==> src/rtl/integer_retirement_scoreboard_pkg.sv <==
// Shared control package: TIA opcodes plus latency-class definitions used by the
// retirement scoreboard and any issue logic that needs the same latency view.
package integer_retirement_scoreboard_pkg;

    localparam int unsigned TIA_OP_WIDTH = 5;

    typedef logic [TIA_OP_WIDTH-1:0] tia_op_t;

    localparam tia_op_t TIA_OP_NOP   = 5'd0;
    localparam tia_op_t TIA_OP_ADD   = 5'd1;
    localparam tia_op_t TIA_OP_SUB   = 5'd2;
    localparam tia_op_t TIA_OP_AND   = 5'd3;
    localparam tia_op_t TIA_OP_OR    = 5'd4;
    localparam tia_op_t TIA_OP_XOR   = 5'd5;
    localparam tia_op_t TIA_OP_LMUL  = 5'd8;
    localparam tia_op_t TIA_OP_SHMUL = 5'd9;
    localparam tia_op_t TIA_OP_UHMUL = 5'd10;
    localparam tia_op_t TIA_OP_HALT  = 5'd31;

    typedef enum logic {
        LatSingleCycle,
        LatMultiply
    } lat_class_e;

    localparam int unsigned DefaultMultiplyLatency = 3;

endpackage

==> src/rtl/integer_retirement_scoreboard_if.sv <==
// Trigger-stage request/response bundle between issue logic and the scoreboard.
interface integer_retirement_scoreboard_if #(
    parameter int unsigned MAX_LATENCY      = 3,
    parameter int unsigned NUM_RETIRE_PORTS = 1
);
    import integer_retirement_scoreboard_pkg::*;

    localparam int unsigned CntW = $clog2(NUM_RETIRE_PORTS + 1);
    localparam int unsigned IfW  = $clog2(MAX_LATENCY * NUM_RETIRE_PORTS + 1);

    tia_op_t           triggered_instruction_op;
    logic              trigger_valid;
    logic              pipeline_stall;
    logic              flush;
    logic              collision;
    logic              issue;
    logic [CntW-1:0]   retiring_count;
    logic [IfW-1:0]    in_flight_count;

    modport master (
        output triggered_instruction_op, trigger_valid, pipeline_stall, flush,
        input  collision, issue, retiring_count, in_flight_count
    );

    modport slave (
        input  triggered_instruction_op, trigger_valid, pipeline_stall, flush,
        output collision, issue, retiring_count, in_flight_count
    );

endinterface

==> src/rtl/integer_latency_decoder.sv <==
// Opcode-to-retirement-latency decode; multiplies are the only multi-cycle class.
module integer_latency_decoder
    import integer_retirement_scoreboard_pkg::*;
#(
    parameter int unsigned MULTIPLY_LATENCY = DefaultMultiplyLatency,
    parameter int unsigned LatW             = 2
) (
    input  tia_op_t         op_i,
    output logic [LatW-1:0] latency_o
);

    lat_class_e lat_class;

    // Classify the opcode; everything that is not a multiply (NOP/HALT included) is single-cycle.
    always_comb begin
        lat_class = LatSingleCycle;
        case (op_i)
            TIA_OP_LMUL, TIA_OP_SHMUL, TIA_OP_UHMUL: lat_class = LatMultiply;
            default:                                 lat_class = LatSingleCycle;
        endcase
    end

    assign latency_o = (lat_class == LatMultiply) ? LatW'(MULTIPLY_LATENCY) : LatW'(1);

endmodule

==> src/rtl/integer_retirement_scoreboard.sv <==
// Retirement-port scoreboard: tracks how many instructions retire in each future cycle and
// rejects (collision) a trigger whose retirement slot is already full.
module integer_retirement_scoreboard
    import integer_retirement_scoreboard_pkg::*;
#(
    parameter int unsigned MAX_LATENCY      = 3,
    parameter int unsigned MULTIPLY_LATENCY = DefaultMultiplyLatency,
    parameter int unsigned NUM_RETIRE_PORTS = 1
) (
    input  logic                              clock,
    input  logic                              reset,
    integer_retirement_scoreboard_if.slave    bus_io
);

    localparam int unsigned CntW = $clog2(NUM_RETIRE_PORTS + 1);
    localparam int unsigned IfW  = $clog2(MAX_LATENCY * NUM_RETIRE_PORTS + 1);
    localparam int unsigned LatW = $clog2(MAX_LATENCY + 1);
    localparam logic [CntW-1:0] PortsMax = CntW'(NUM_RETIRE_PORTS);

    // occ_q[j]: instructions retiring j cycles from now; the top slot only ever reads as zero.
    logic [CntW-1:0] occ_q [MAX_LATENCY+1];
    logic [CntW-1:0] occ_d [MAX_LATENCY+1];
    logic [LatW-1:0] lat;
    logic            collision;
    logic            issue;
    logic [IfW-1:0]  in_flight_sum;

    integer_latency_decoder #(
        .MULTIPLY_LATENCY (MULTIPLY_LATENCY),
        .LatW             (LatW)
    ) u_latency_decoder (
        .op_i      (bus_io.triggered_instruction_op),
        .latency_o (lat)
    );

    // Slot check and accept decision; reset gating keeps outputs quiet before occ is defined.
    always_comb begin
        collision = bus_io.trigger_valid & ~reset & (occ_q[lat] >= PortsMax);
        issue     = bus_io.trigger_valid & ~collision & ~bus_io.pipeline_stall
                  & ~bus_io.flush & ~reset;
    end

    // Advance the table one cycle and drop an accepted request into slot L-1.
    always_comb begin
        for (int j = 0; j <= MAX_LATENCY; j++) begin
            occ_d[j] = '0;
        end
        for (int j = 0; j < MAX_LATENCY; j++) begin
            occ_d[j] = occ_q[j+1] + CntW'(issue && (lat == LatW'(j + 1)));
        end
    end

    // State update: reset and flush squash everything, stall freezes the table.
    always_ff @(posedge clock) begin
        if (reset || bus_io.flush) begin
            for (int j = 0; j <= MAX_LATENCY; j++) begin
                occ_q[j] <= '0;
            end
        end else if (!bus_io.pipeline_stall) begin
            occ_q <= occ_d;
        end
    end

    // Reservations retiring in later cycles.
    always_comb begin
        in_flight_sum = '0;
        for (int j = 1; j <= MAX_LATENCY; j++) begin
            in_flight_sum = in_flight_sum + IfW'(occ_q[j]);
        end
    end

    assign bus_io.collision       = collision;
    assign bus_io.issue           = issue;
    assign bus_io.retiring_count  = occ_q[0];
    assign bus_io.in_flight_count = in_flight_sum;

    // No retirement slot may ever be oversubscribed.
    always_ff @(posedge clock) begin
        if (!reset) begin
            for (int j = 0; j <= MAX_LATENCY; j++) begin
                assert (int'(occ_q[j]) <= int'(NUM_RETIRE_PORTS));
            end
        end
    end

endmodule

==> src/flat_wrapper.sv <==
// flat-port wrapper written by rule: the top's interface ports become plain ports
module integer_retirement_scoreboard_flat import integer_retirement_scoreboard_pkg::*;
#(
    parameter int unsigned MAX_LATENCY      = 3,
    parameter int unsigned MULTIPLY_LATENCY = DefaultMultiplyLatency,
    parameter int unsigned NUM_RETIRE_PORTS = 1
)
  (clock, reset, bus_io_triggered_instruction_op, bus_io_trigger_valid, bus_io_pipeline_stall, bus_io_flush, bus_io_collision, bus_io_issue, bus_io_retiring_count, bus_io_in_flight_count);
  integer_retirement_scoreboard_if #(.MAX_LATENCY(MAX_LATENCY), .NUM_RETIRE_PORTS(NUM_RETIRE_PORTS)) bus_io_i ();
  input  logic clock;
  input  logic reset;
  input wire logic [$bits(bus_io_i.triggered_instruction_op)-1:0] bus_io_triggered_instruction_op;
  input wire logic [$bits(bus_io_i.trigger_valid)-1:0] bus_io_trigger_valid;
  input wire logic [$bits(bus_io_i.pipeline_stall)-1:0] bus_io_pipeline_stall;
  input wire logic [$bits(bus_io_i.flush)-1:0] bus_io_flush;
  output wire logic [$bits(bus_io_i.collision)-1:0] bus_io_collision;
  output wire logic [$bits(bus_io_i.issue)-1:0] bus_io_issue;
  output wire logic [$bits(bus_io_i.retiring_count)-1:0] bus_io_retiring_count;
  output wire logic [$bits(bus_io_i.in_flight_count)-1:0] bus_io_in_flight_count;
  assign bus_io_i.triggered_instruction_op = bus_io_triggered_instruction_op;
  assign bus_io_i.trigger_valid = bus_io_trigger_valid;
  assign bus_io_i.pipeline_stall = bus_io_pipeline_stall;
  assign bus_io_i.flush = bus_io_flush;
  assign bus_io_collision = bus_io_i.collision;
  assign bus_io_issue = bus_io_i.issue;
  assign bus_io_retiring_count = bus_io_i.retiring_count;
  assign bus_io_in_flight_count = bus_io_i.in_flight_count;
  integer_retirement_scoreboard #(.MAX_LATENCY(MAX_LATENCY), .MULTIPLY_LATENCY(MULTIPLY_LATENCY), .NUM_RETIRE_PORTS(NUM_RETIRE_PORTS)) u_core (.clock(clock), .reset(reset), .bus_io(bus_io_i));
endmodule
==> config.mk <==
export PLATFORM = sky130hd
export DESIGN_NAME = integer_retirement_scoreboard_flat
export DESIGN_NICKNAME = d
export VERILOG_FILES = /design/src/rtl/integer_retirement_scoreboard_pkg.sv /design/src/rtl/integer_retirement_scoreboard_if.sv /design/src/rtl/integer_latency_decoder.sv /design/src/rtl/integer_retirement_scoreboard.sv /design/src/flat_wrapper.sv
export SDC_FILE = /design/constraint.sdc
export NUM_CORES = 1
export LEC_CHECK = 0
export ABC_AREA = 1
export CAP_MARGIN = 20
export CORE_AREA = 2 2 39 41
export CTS_BUF_LIST = sky130_fd_sc_hd__clkbuf_8
export CTS_CLUSTER_DIAMETER = 120
export DETAILED_ROUTE_END_ITERATION = 12
export DIE_AREA = 0 0 41 43
export PLACE_DENSITY_LB_ADDON = 0.3
export RECOVER_POWER = 50
export SLEW_MARGIN = 20
export SYNTH_ARGS = -nofsm -noshare
export SYNTH_HDL_FRONTEND = slang
export SYNTH_HIERARCHICAL = 1
export SYNTH_SLANG_ARGS = --single-unit
==> constraint.sdc <==
create_clock -name clock -period 1.4 [get_ports clock]
set_input_delay 0.28 -clock clock [delete_from_list [all_inputs] [get_ports clock]]
set_output_delay 0.28 -clock clock [all_outputs]
set_load 0.005 [all_outputs]
## Yosys cells after proc, flatten, opt, wreduce, memory -nomap -nowiden

Cells that the tools add are included.

| storage, ports and cells | value |
|---|---|
| bits in registers | 3 |
| bits of input ports | 10 |
| output and inout bits | 5 |
| logic and storage cells | 35 |

| operators by class | value |
|---|---|
| $add $sub $neg | 3 |
| order comparisons | 2 |
| equal/unequal tests | 6 |
| muxes and demuxes | 5 |
| bitwise operators | 11 |
| reductions and logical operators | 5 |

Operators by type and width:

| operator | number |
|---|---|
| 5-bit by 4-bit == test with 1-bit output, second input constant | 3 |
| 1-bit bitwise AND | 6 |
| 2-bit == test, second input constant | 2 |
| 1-bit NOT | 4 |
| 3-bit greater-or-equal comparator, second input constant | 1 |
| 1-bit logical AND | 3 |
| 1-bit 2-to-1 mux | 3 |
| 2-bit NOT with 3-bit output | 1 |
| 3-bit OR reduction | 1 |
| 1-bit adder | 2 |
| 1-bit by 1-bit adder with 2-bit output | 1 |
| 1-bit binary-select mux with 2-bit select | 1 |
| 2-bit by 1-bit == test with 1-bit output, second input constant | 1 |
| 2-bit 2-to-1 mux | 1 |
| 1-bit greater-or-equal comparator, second input constant | 1 |
| 1-bit logical OR | 1 |

## Longest topological paths before layout

Gate-level depths: netlist (run 1).

| logic depth | value |
|---|---|
| word-level depth | 17 |
| gate-level depth with buffers | 11 |
| mapped depth without buffers | 10 |

## Hierarchy

The synthesis (run 1) kept the hierarchy.

By module, submodules not included:

| module | instances | cells an instance | area each (µm²) | sequential area each (µm²) |
|---|---|---|---|---|
| integer_retirement_scoreboard | 1 | 37 | 245.2 | 60.1 |
| integer_latency_decoder | 1 | 8 | 40.0 | 0.0 |

## Least setup slack after synthesis (run 1)

Ideal clock, no wire load.

| path | value |
|---|---|
| kind | input port to output port |
| from | in bus_io_triggered_instruction_op[4] |
| to | out bus_io_issue |
| arrival time | 0.933 ns |
| required time | 1.120 ns |
| setup slack | 0.187 ns |
| stages on the path | 8 |
| buffers on the path | 1 |
| cells stage by stage | nor2_1 nand2_1 nor2_2 buf_4 inv_2 nand3_2 nand2_1 nor3_1 |

| on the way | value |
|---|---|
| cells in the longest elaborated chain, start to end | 15 |
| elaborated cells between the ends (all ways) | 17 |
| classes of those cells | order compare (1); eq/ne (3); mux (5); bitwise (7); reduce/logical (1) |

RTL lines:

| what | RTL line | source |
|---|---|---|
| start: declaration | flat_wrapper.sv:12 | `input wire logic [$bits(bus_io_i.triggered_instruction_op)-1:0] bus_io_triggered_instruction_op;` |
| 5-bit by 4-bit == test with 1-bit output | integer_latency_decoder.sv:17 | `case (op_i)` |
| 3-bit OR reduction (*) | integer_latency_decoder.sv:17 |  |
| 1-bit 2-to-1 mux (*) | integer_latency_decoder.sv:17 |  |
| named net u_core.u_latency_decoder.lat_class | integer_latency_decoder.sv:12 | `lat_class_e lat_class;` |
| 2-bit 2-to-1 mux (*) | integer_latency_decoder.sv:23 | `assign latency_o = (lat_class == LatMultiply) ? LatW'(MULTIPLY_LATENCY) : LatW'(1);` |
| named net u_core.lat[1] | integer_retirement_scoreboard.sv:23 | `logic [LatW-1:0] lat;` |
| 2-bit NOT with 3-bit output (implied by the code) (*) | integer_retirement_scoreboard.sv:38 | `collision = bus_io.trigger_valid & ~reset & (occ_q[lat] >= PortsMax);` |
| 1-bit binary-select mux with 2-bit select (*) | integer_retirement_scoreboard.sv:38 |  |
| 1-bit 2-to-1 mux (implied by the code) (*) (2 in a row) | integer_retirement_scoreboard.sv:38 |  |
| 1-bit greater-or-equal comparator (*) | integer_retirement_scoreboard.sv:38 |  |
| 1-bit bitwise AND (*) | integer_retirement_scoreboard.sv:38 |  |
| 1-bit NOT (*) | integer_retirement_scoreboard.sv:39 | `issue = bus_io.trigger_valid & ~collision & ~bus_io.pipeline_stall` |
| 1-bit bitwise AND (*) (2 in a row) | integer_retirement_scoreboard.sv:39 |  |
| 1-bit bitwise AND (*) (2 in a row) | integer_retirement_scoreboard.sv:40 | `& ~bus_io.flush & ~reset;` |
| end: declaration | flat_wrapper.sv:17 | `output wire logic [$bits(bus_io_i.issue)-1:0] bus_io_issue;` |

The timed path passes the listed nets; every way through them passes the cells marked *. The select of a mux whose other input is x is not followed.

## Worst setup path in the final report (run 1)

| path | value |
|---|---|
| from | in bus_io_triggered_instruction_op[4] |
| to | out bus_io_issue |

| on the way | value |
|---|---|
| cells in the longest elaborated chain, start to end | 15 |
| elaborated cells between the ends (all ways) | 17 |
| classes of those cells | order compare (1); eq/ne (3); mux (5); bitwise (7); reduce/logical (1) |

RTL lines:

| what | RTL line |
|---|---|
| 5-bit by 4-bit == test with 1-bit output | integer_latency_decoder.sv:17 |
| 3-bit OR reduction (*) | integer_latency_decoder.sv:17 |
| 1-bit 2-to-1 mux (*) | integer_latency_decoder.sv:17 |
| 2-bit 2-to-1 mux (*) | integer_latency_decoder.sv:23 |
| named net u_core.lat[1] | integer_retirement_scoreboard.sv:23 |
| 2-bit NOT with 3-bit output (implied by the code) (*) | integer_retirement_scoreboard.sv:38 |
| 1-bit binary-select mux with 2-bit select (*) | integer_retirement_scoreboard.sv:38 |
| 1-bit 2-to-1 mux (implied by the code) (*) (2 in a row) | integer_retirement_scoreboard.sv:38 |
| 1-bit greater-or-equal comparator (*) | integer_retirement_scoreboard.sv:38 |
| 1-bit bitwise AND (*) | integer_retirement_scoreboard.sv:38 |
| 1-bit NOT (*) | integer_retirement_scoreboard.sv:39 |
| 1-bit bitwise AND (*) (2 in a row) | integer_retirement_scoreboard.sv:39 |
| 1-bit bitwise AND (*) (2 in a row) | integer_retirement_scoreboard.sv:40 |

Marks and branches as above.

==> results of run 1 <==
cells in the mapped netlist (all sizes together):
library cell,count,share of area [%]
nor2,6,12
conb,1,1.3
nand2,11,19
nand3,2,5.3
ha,1,4.4
nand4,3,6.6
clkinv,1,1.3
nor3,1,1.8
buf,2,5.3
inv,9,12
dfxtp,3,21
o21bai,1,2.6
a21oi,3,5.3
and3,1,2.2
worst paths after layout:
path / startpoint / endpoint / slack, ns / cells past startpoint
setup reg to reg: u_core/occ_q[2] / u_core/bus_io.retiring_count / 0.42 / 8
hold reg to reg: u_core/occ_q[2] / u_core/bus_io.retiring_count / 0.57 / 4
hold / removal: bus_io_pipeline_stall / u_core/occ_q[1] / 0.52 / 4
setup / recovery: bus_io_triggered_instruction_op[4] / bus_io_issue / 0.002 / 9
power breakdown:
part           switching (uW)  internal, uW
clock                    59.5           187
combinational            42.6          52.9
sequential              0.910          88.1
total                     103           328
kinds of logic (layout without fill, tap and decap cells):
group | count (synthesis) | after routing
buf+inv | 12 | 41
fa+ha+maj | 1 | 1
simple gates | 24 | 24
other cells | 1 | 1
compound gates | 4 | 4
flops | 3 | 3
state kept, by name (all words and copies together), names as in the netlist:
register	cells
u_core/bus_io.retiring_count	1
u_core/occ_q	2
timing repair:
item / CTS / global route
buffers inserted: 3 / 1
pin swaps: 4 / 7
gates resized for setup: 14 / 24
endpoints found under the setup margin: 4 / 5
critical path: stages:
cell and delay (ns):
buf_6 0.10, nor2_4 0.09, nand2_2 0.06, nor2_4 0.09, inv_2 0.05, nand3_2 0.08
nand2_2 0.08, nor3_2 0.17, buf_2 0.13
layer usage:
layer	vias to the layer above	share of wire, %	GRT usage [%]
met5	-	0	0
met4	0	2.4	15.3
met3	2	3.8	2.09
met2	13	57	16.9
met1	168	37	10.9
li1	194	-	-
area by class of cell:
type / instances / area (um2) / share of cell area (%)
multi-input combinational: 30 / 205 / 34.9
clock inverter: 1 / 3.75 / 0.638
clock buffer: 3 / 41.3 / 7.02
sequential: 3 / 61.3 / 10.4
inverter: 10 / 37.5 / 6.38
timing repair buffer: 27 / 219 / 37.2
tap: 16 / 20.0 / 3.40
metrics by stage:
| step | setup slack [ns] | hold WS, ns | cells |
|---|---|---|---|
| after global routing | -0.0703 | 0.529 | 90 |
| after CTS | -0.275 | 0.571 | 89 |
| after detailed placement | -0.698 | 0.564 | 82 |
| after floorplan | 0.187 | 0.426 | 45 |
| after global placement | -0.691 | 0.564 | 82 |
| final | 0.00249 | 0.519 | 90 |
==> results.md, run 1 <==
- Combinational family with the most area after synthesis: simple AND/OR/NAND/NOR gates
- Synth Cell Area: 285 um2
- Clock-pin slew on the worst setup and hold paths: 0.03 ns
- Compound-Gate Fraction of Synth Area: 7.89%
- Unrepaired setup endpoints after global routing: true
- Syn nets: 56
- Routed Antenna Nets: 0
- Total chip power: 431 uW
- DR vias: 377
- DR DRC count: 0
- Minimum clock period: 1.40 ns
- P per Cell Area: 733 mW/mm2
- Largest net degree at the start of global routing: 5
- Hold Path Class: in2reg
- Total GRT Usage: 11.5%
- Root Driver: clkbuf_8
- Initial Utilization: 20.6%
- Leakage: 0.000337 uW
- Post-Route Utilization: 42.5%
- Most common cell after layout, fill and taps aside: buf_4
- DR vias/cell: 4.19
- Area Growth Syn to Fin: 106%
- Yosys warnings: 6
- CP arrival: 1.12 ns
- Buffers on Ports: 14
- Clock buffer count from CTS: 3
- Fin. max-slew vios: 0
- H-tree depth: 1
- Ports: 15
- Placed cell areas: 498 um2
- Total die area: 0.00176 mm2
- First-pass GRT wire length: 1280 um
- HPWL after detailed placement: 536 um
- Worst-path fanout max: 2
- Final setup violation count: 0
- Final instance area: 588 um2
- Xor and xnor area share after synthesis: 0%
- First drt pass iteration count: 4
- Cell variety after synth: 20
- DIE HEIGHT: 43 um
- Synth Area in Simple Gates: 46.9%
- Max clock buf depth: 2
- ANT cells: 0
- Clock sink total: 3
- Vias in the first global route: 349
- Crit Path Class: in2out
- Register area share after synthesis: 21.1%
- Final Wtd Congestion: 0.744
- Outcome: finished, final reports clean
- Cts hold-fix bufs: 0
- Req. time, crit path: 1.12 ns
- Wire per inst: 8.78 um
- Layout cell share with drive strength beyond 1: 55.4%
- Mux contribution to synthesized area: 0%
- Max VDD drop: 0.000286 V
- CTS tree: built
- Max Freq: 716 MHz
- Most frequent cells in the layout: buf_4 (12), inv_1 (7), nand2_1 (5), nand2_2 (5)
- Max cap viols: 0
- # rows: 14
- Adder-cell share of the synthesized area: 4.39%
- Setup crit end kind: output pin
- Initial detailed-routing violation count: 12
- Detailed Route WL: 790 um
- Hold Fails Final Rpt: 0
- Clock Skew: 0.00553 ns
- CP startpoint kind: input pin
- Placeable core area: 0.00138 mm2
- Clk Latency, worst-skew pair: 0.22 ns
- Die X: 41 um
- Total gr overflow: 0
- Cells after synthesis: 45
- Initial antenna violation count: 0
- Final period util: 99.8%
- Setup tns final: 0 ns
- FILL cells: 147
- Nets: 86
- Syn avg cell area: 6.34 um2
- Synth Register Bits: 3
No activity file was read; power rests on OpenSTA's default activity.
==> run 2, diff against run 1 <==
--- a/config.mk
+++ b/config.mk
@@ -12,7 +12,8 @@
 export CTS_CLUSTER_DIAMETER = 120
 export DETAILED_ROUTE_END_ITERATION = 12
 export DIE_AREA = 0 0 41 43
-export PLACE_DENSITY_LB_ADDON = 0.3
+export GPL_TIMING_DRIVEN = 0
+export PLACE_DENSITY = 0.58
 export RECOVER_POWER = 50
 export SLEW_MARGIN = 20
 export SYNTH_ARGS = -nofsm -noshare
==> run 2 against run 1 <==
Compared with the run above: setup slack better by 0.043 ns; sequential share of layout area up 0.74 points; flip-flop and latch count unchanged; register-to-register slack worse by 0.02 ns; clock skew up 0.00094 ns; cell count down 4.4%; sequential power up 0.4%; critical endpoint unchanged; highest routed layer is now met3.
==> results.md, run 2 (synthesis results as in run 1) <==
- Setup crit end kind: output pin
- Max cap viols: 0 (unchanged)
- Cts hold-fix bufs: 0 (unchanged)
- Area Growth Syn to Fin: 96.5%
- Flip-flop count of the largest register after layout: 2 (unchanged)
- DR vias: 354 (-6.1%)
- Setup Slack @ Placement: -0.757 ns (-0.0595 ns)
- Placed cell areas: 445 um2 (-11%)
- Setup tns final: 0 ns (unchanged)
- Initial Utilization: 20.6% (unchanged)
- Layout cell share with drive strength beyond 1: 57.1% (+1.7 points)
- Vias in the first global route: 319 (-8.6%)
- Clock Skew: 0.00647 ns (+0.000935 ns)
- Routed Antenna Nets: 0 (unchanged)
- Unrepaired setup endpoints after global routing: true
- Clock-pin slew on the worst setup and hold paths: 0.03 ns (about the same)
- Clk Latency, worst-skew pair: 0.22 ns (about the same)
- Final instance area: 561 um2 (-4.7%)
- Root Driver: clkbuf_8
- Total GRT Usage: 9.93% (-1.6 points)
- HPWL after detailed placement: 475 um (-11%)
- Max VDD drop: 0.000346 V (+21%)
- FILL cells: 160 (+8.8%)
- CP startpoint kind: input pin
- Crit Path Class: in2out
- Most common cell after layout, fill and taps aside: buf_4
- Total gr overflow: 0 (unchanged)
- Final period util: 96.7% (-3.1 points)
- Hold Fails Final Rpt: 0 (unchanged)
- Worst-path fanout max: 2 (unchanged)
- Largest net degree at the start of global routing: 5 (unchanged)
- Minimum clock period: 1.35 ns (-0.0433 ns)
- Final Worst Setup Slack: 0.0457 ns (+0.0433 ns)
- Ports: 15 (unchanged)
- Initial antenna violation count: 0 (unchanged)
- P per Cell Area: 758 mW/mm2 (+3.5%)
- DR vias/cell: 4.12 (-1.7%)
- First drt pass iteration count: 3 (-1)
- ANT cells: 0 (unchanged)
- Req. time, crit path: 1.12 ns (about the same)
- Most frequent cells in the layout: buf_4 (9), nand2_2 (6), inv_1 (5), inv_2 (5), nand2_1 (4)
- Leakage: 0.000322 uW (-4.5%)
- Placeable core area: 0.00138 mm2 (unchanged)
- Hold Path Class: in2reg
- Max Freq: 738 MHz (+3.2%)
- Buffers on Ports: 14 (unchanged)
- DR DRC count: 0 (unchanged)
- Wire per inst: 8.47 um (-3.6%)
- Final setup violation count: 0 (unchanged)
- Die X: 41 um (unchanged)
- Hold slack: 0.484 ns (-0.0345 ns)
- First-pass GRT wire length: 1100 um (-13%)
- DIE HEIGHT: 43 um (unchanged)
- Max clock buf depth: 2 (unchanged)
- Clock sink total: 3 (unchanged)
- Largest reg by FF count: u_core/occ_q
- Nets: 82 (-4.7%)
- Clock buffer count from CTS: 3 (unchanged)
- Final Wtd Congestion: 0.718 (-3.5%)
- # rows: 14 (unchanged)
- Detailed Route WL: 728 um (-7.8%)
- Initial detailed-routing violation count: 1 (-11)
- Total die area: 0.00176 mm2 (unchanged)
- Outcome: finished, final reports clean
- Fin. max-slew vios: 0 (unchanged)
- CTS tree: built
- CP arrival: 1.07 ns (-0.05 ns)
- H-tree depth: 1 (unchanged)
-- run 2: metrics by stage --
stage | power (uW) | util, % | std cells
after CTS | 426 | 38.6 | 85
after floorplan | 126 | - | 45
final | 425 | 40.5 | 86
after global placement | 163 | 32.2 | 75
after detailed placement | 163 | 32.2 | 75
after global routing | 447 | 40.5 | 86
-- run 2: layer usage --
metal | up-vias | part of all wire [%] | track usage, %
met5 | - | 0 | 0
met4 | 0 | 0 | 8.00
met3 | 0 | 9.1 | 5.76
met2 | 12 | 51 | 15.6
met1 | 155 | 40 | 8.33
li1 | 187 | - | -
-- run 2: repair_timing --
item                       in CTS  in global routing
resized for setup              31                 14
pin swaps                       8                  8
setup buffers                   7                  1
setup endpoints to repair       4                  2
-- run 2: final timing paths --
kind,startpoint,endpoint,slack (ns),depth (start not counted)
max,bus_io_triggered_instruction_op[4],bus_io_issue,0.05,9
min reg2reg,u_core/occ_q[2],u_core/occ_q[2],0.52,2
max reg2reg,u_core/occ_q[2],u_core/bus_io.retiring_count,0.40,8
min,bus_io_flush,u_core/occ_q[1],0.48,5
-- run 2: layout make-up --
class | instances | area (um2) | share of cell area (%)
Multi-Input combinational cell | 30 | 208 | 37.1
Timing Repair Buffer | 22 | 179 | 31.9
Sequential cell | 3 | 62.6 | 11.2
Clock buffer | 3 | 41.3 | 7.37
Inverter | 10 | 38.8 | 6.92
Tap cell | 16 | 20.0 | 3.57
Buffer | 1 | 7.51 | 1.34
Clock inverter | 1 | 3.75 | 0.670
-- run 2: power breakdown --
group | switching [uW] | internal (uW) | leakage, uW
clock | 59.9 | 187 | 0.0000269
sequential | 1.27 | 88.1 | 0.0000253
combinational | 41.2 | 47.7 | 0.000269
total | 102 | 323 | 0.000322
-- run 2: critical path: stages --
cell and delay, ns:
buf_6 0.09, nor2_4 0.09, nand2_2 0.06, nor2_4 0.09, inv_2 0.06, nand3_4 0.07
nand2_2 0.05, nor3_2 0.15, buf_2 0.13
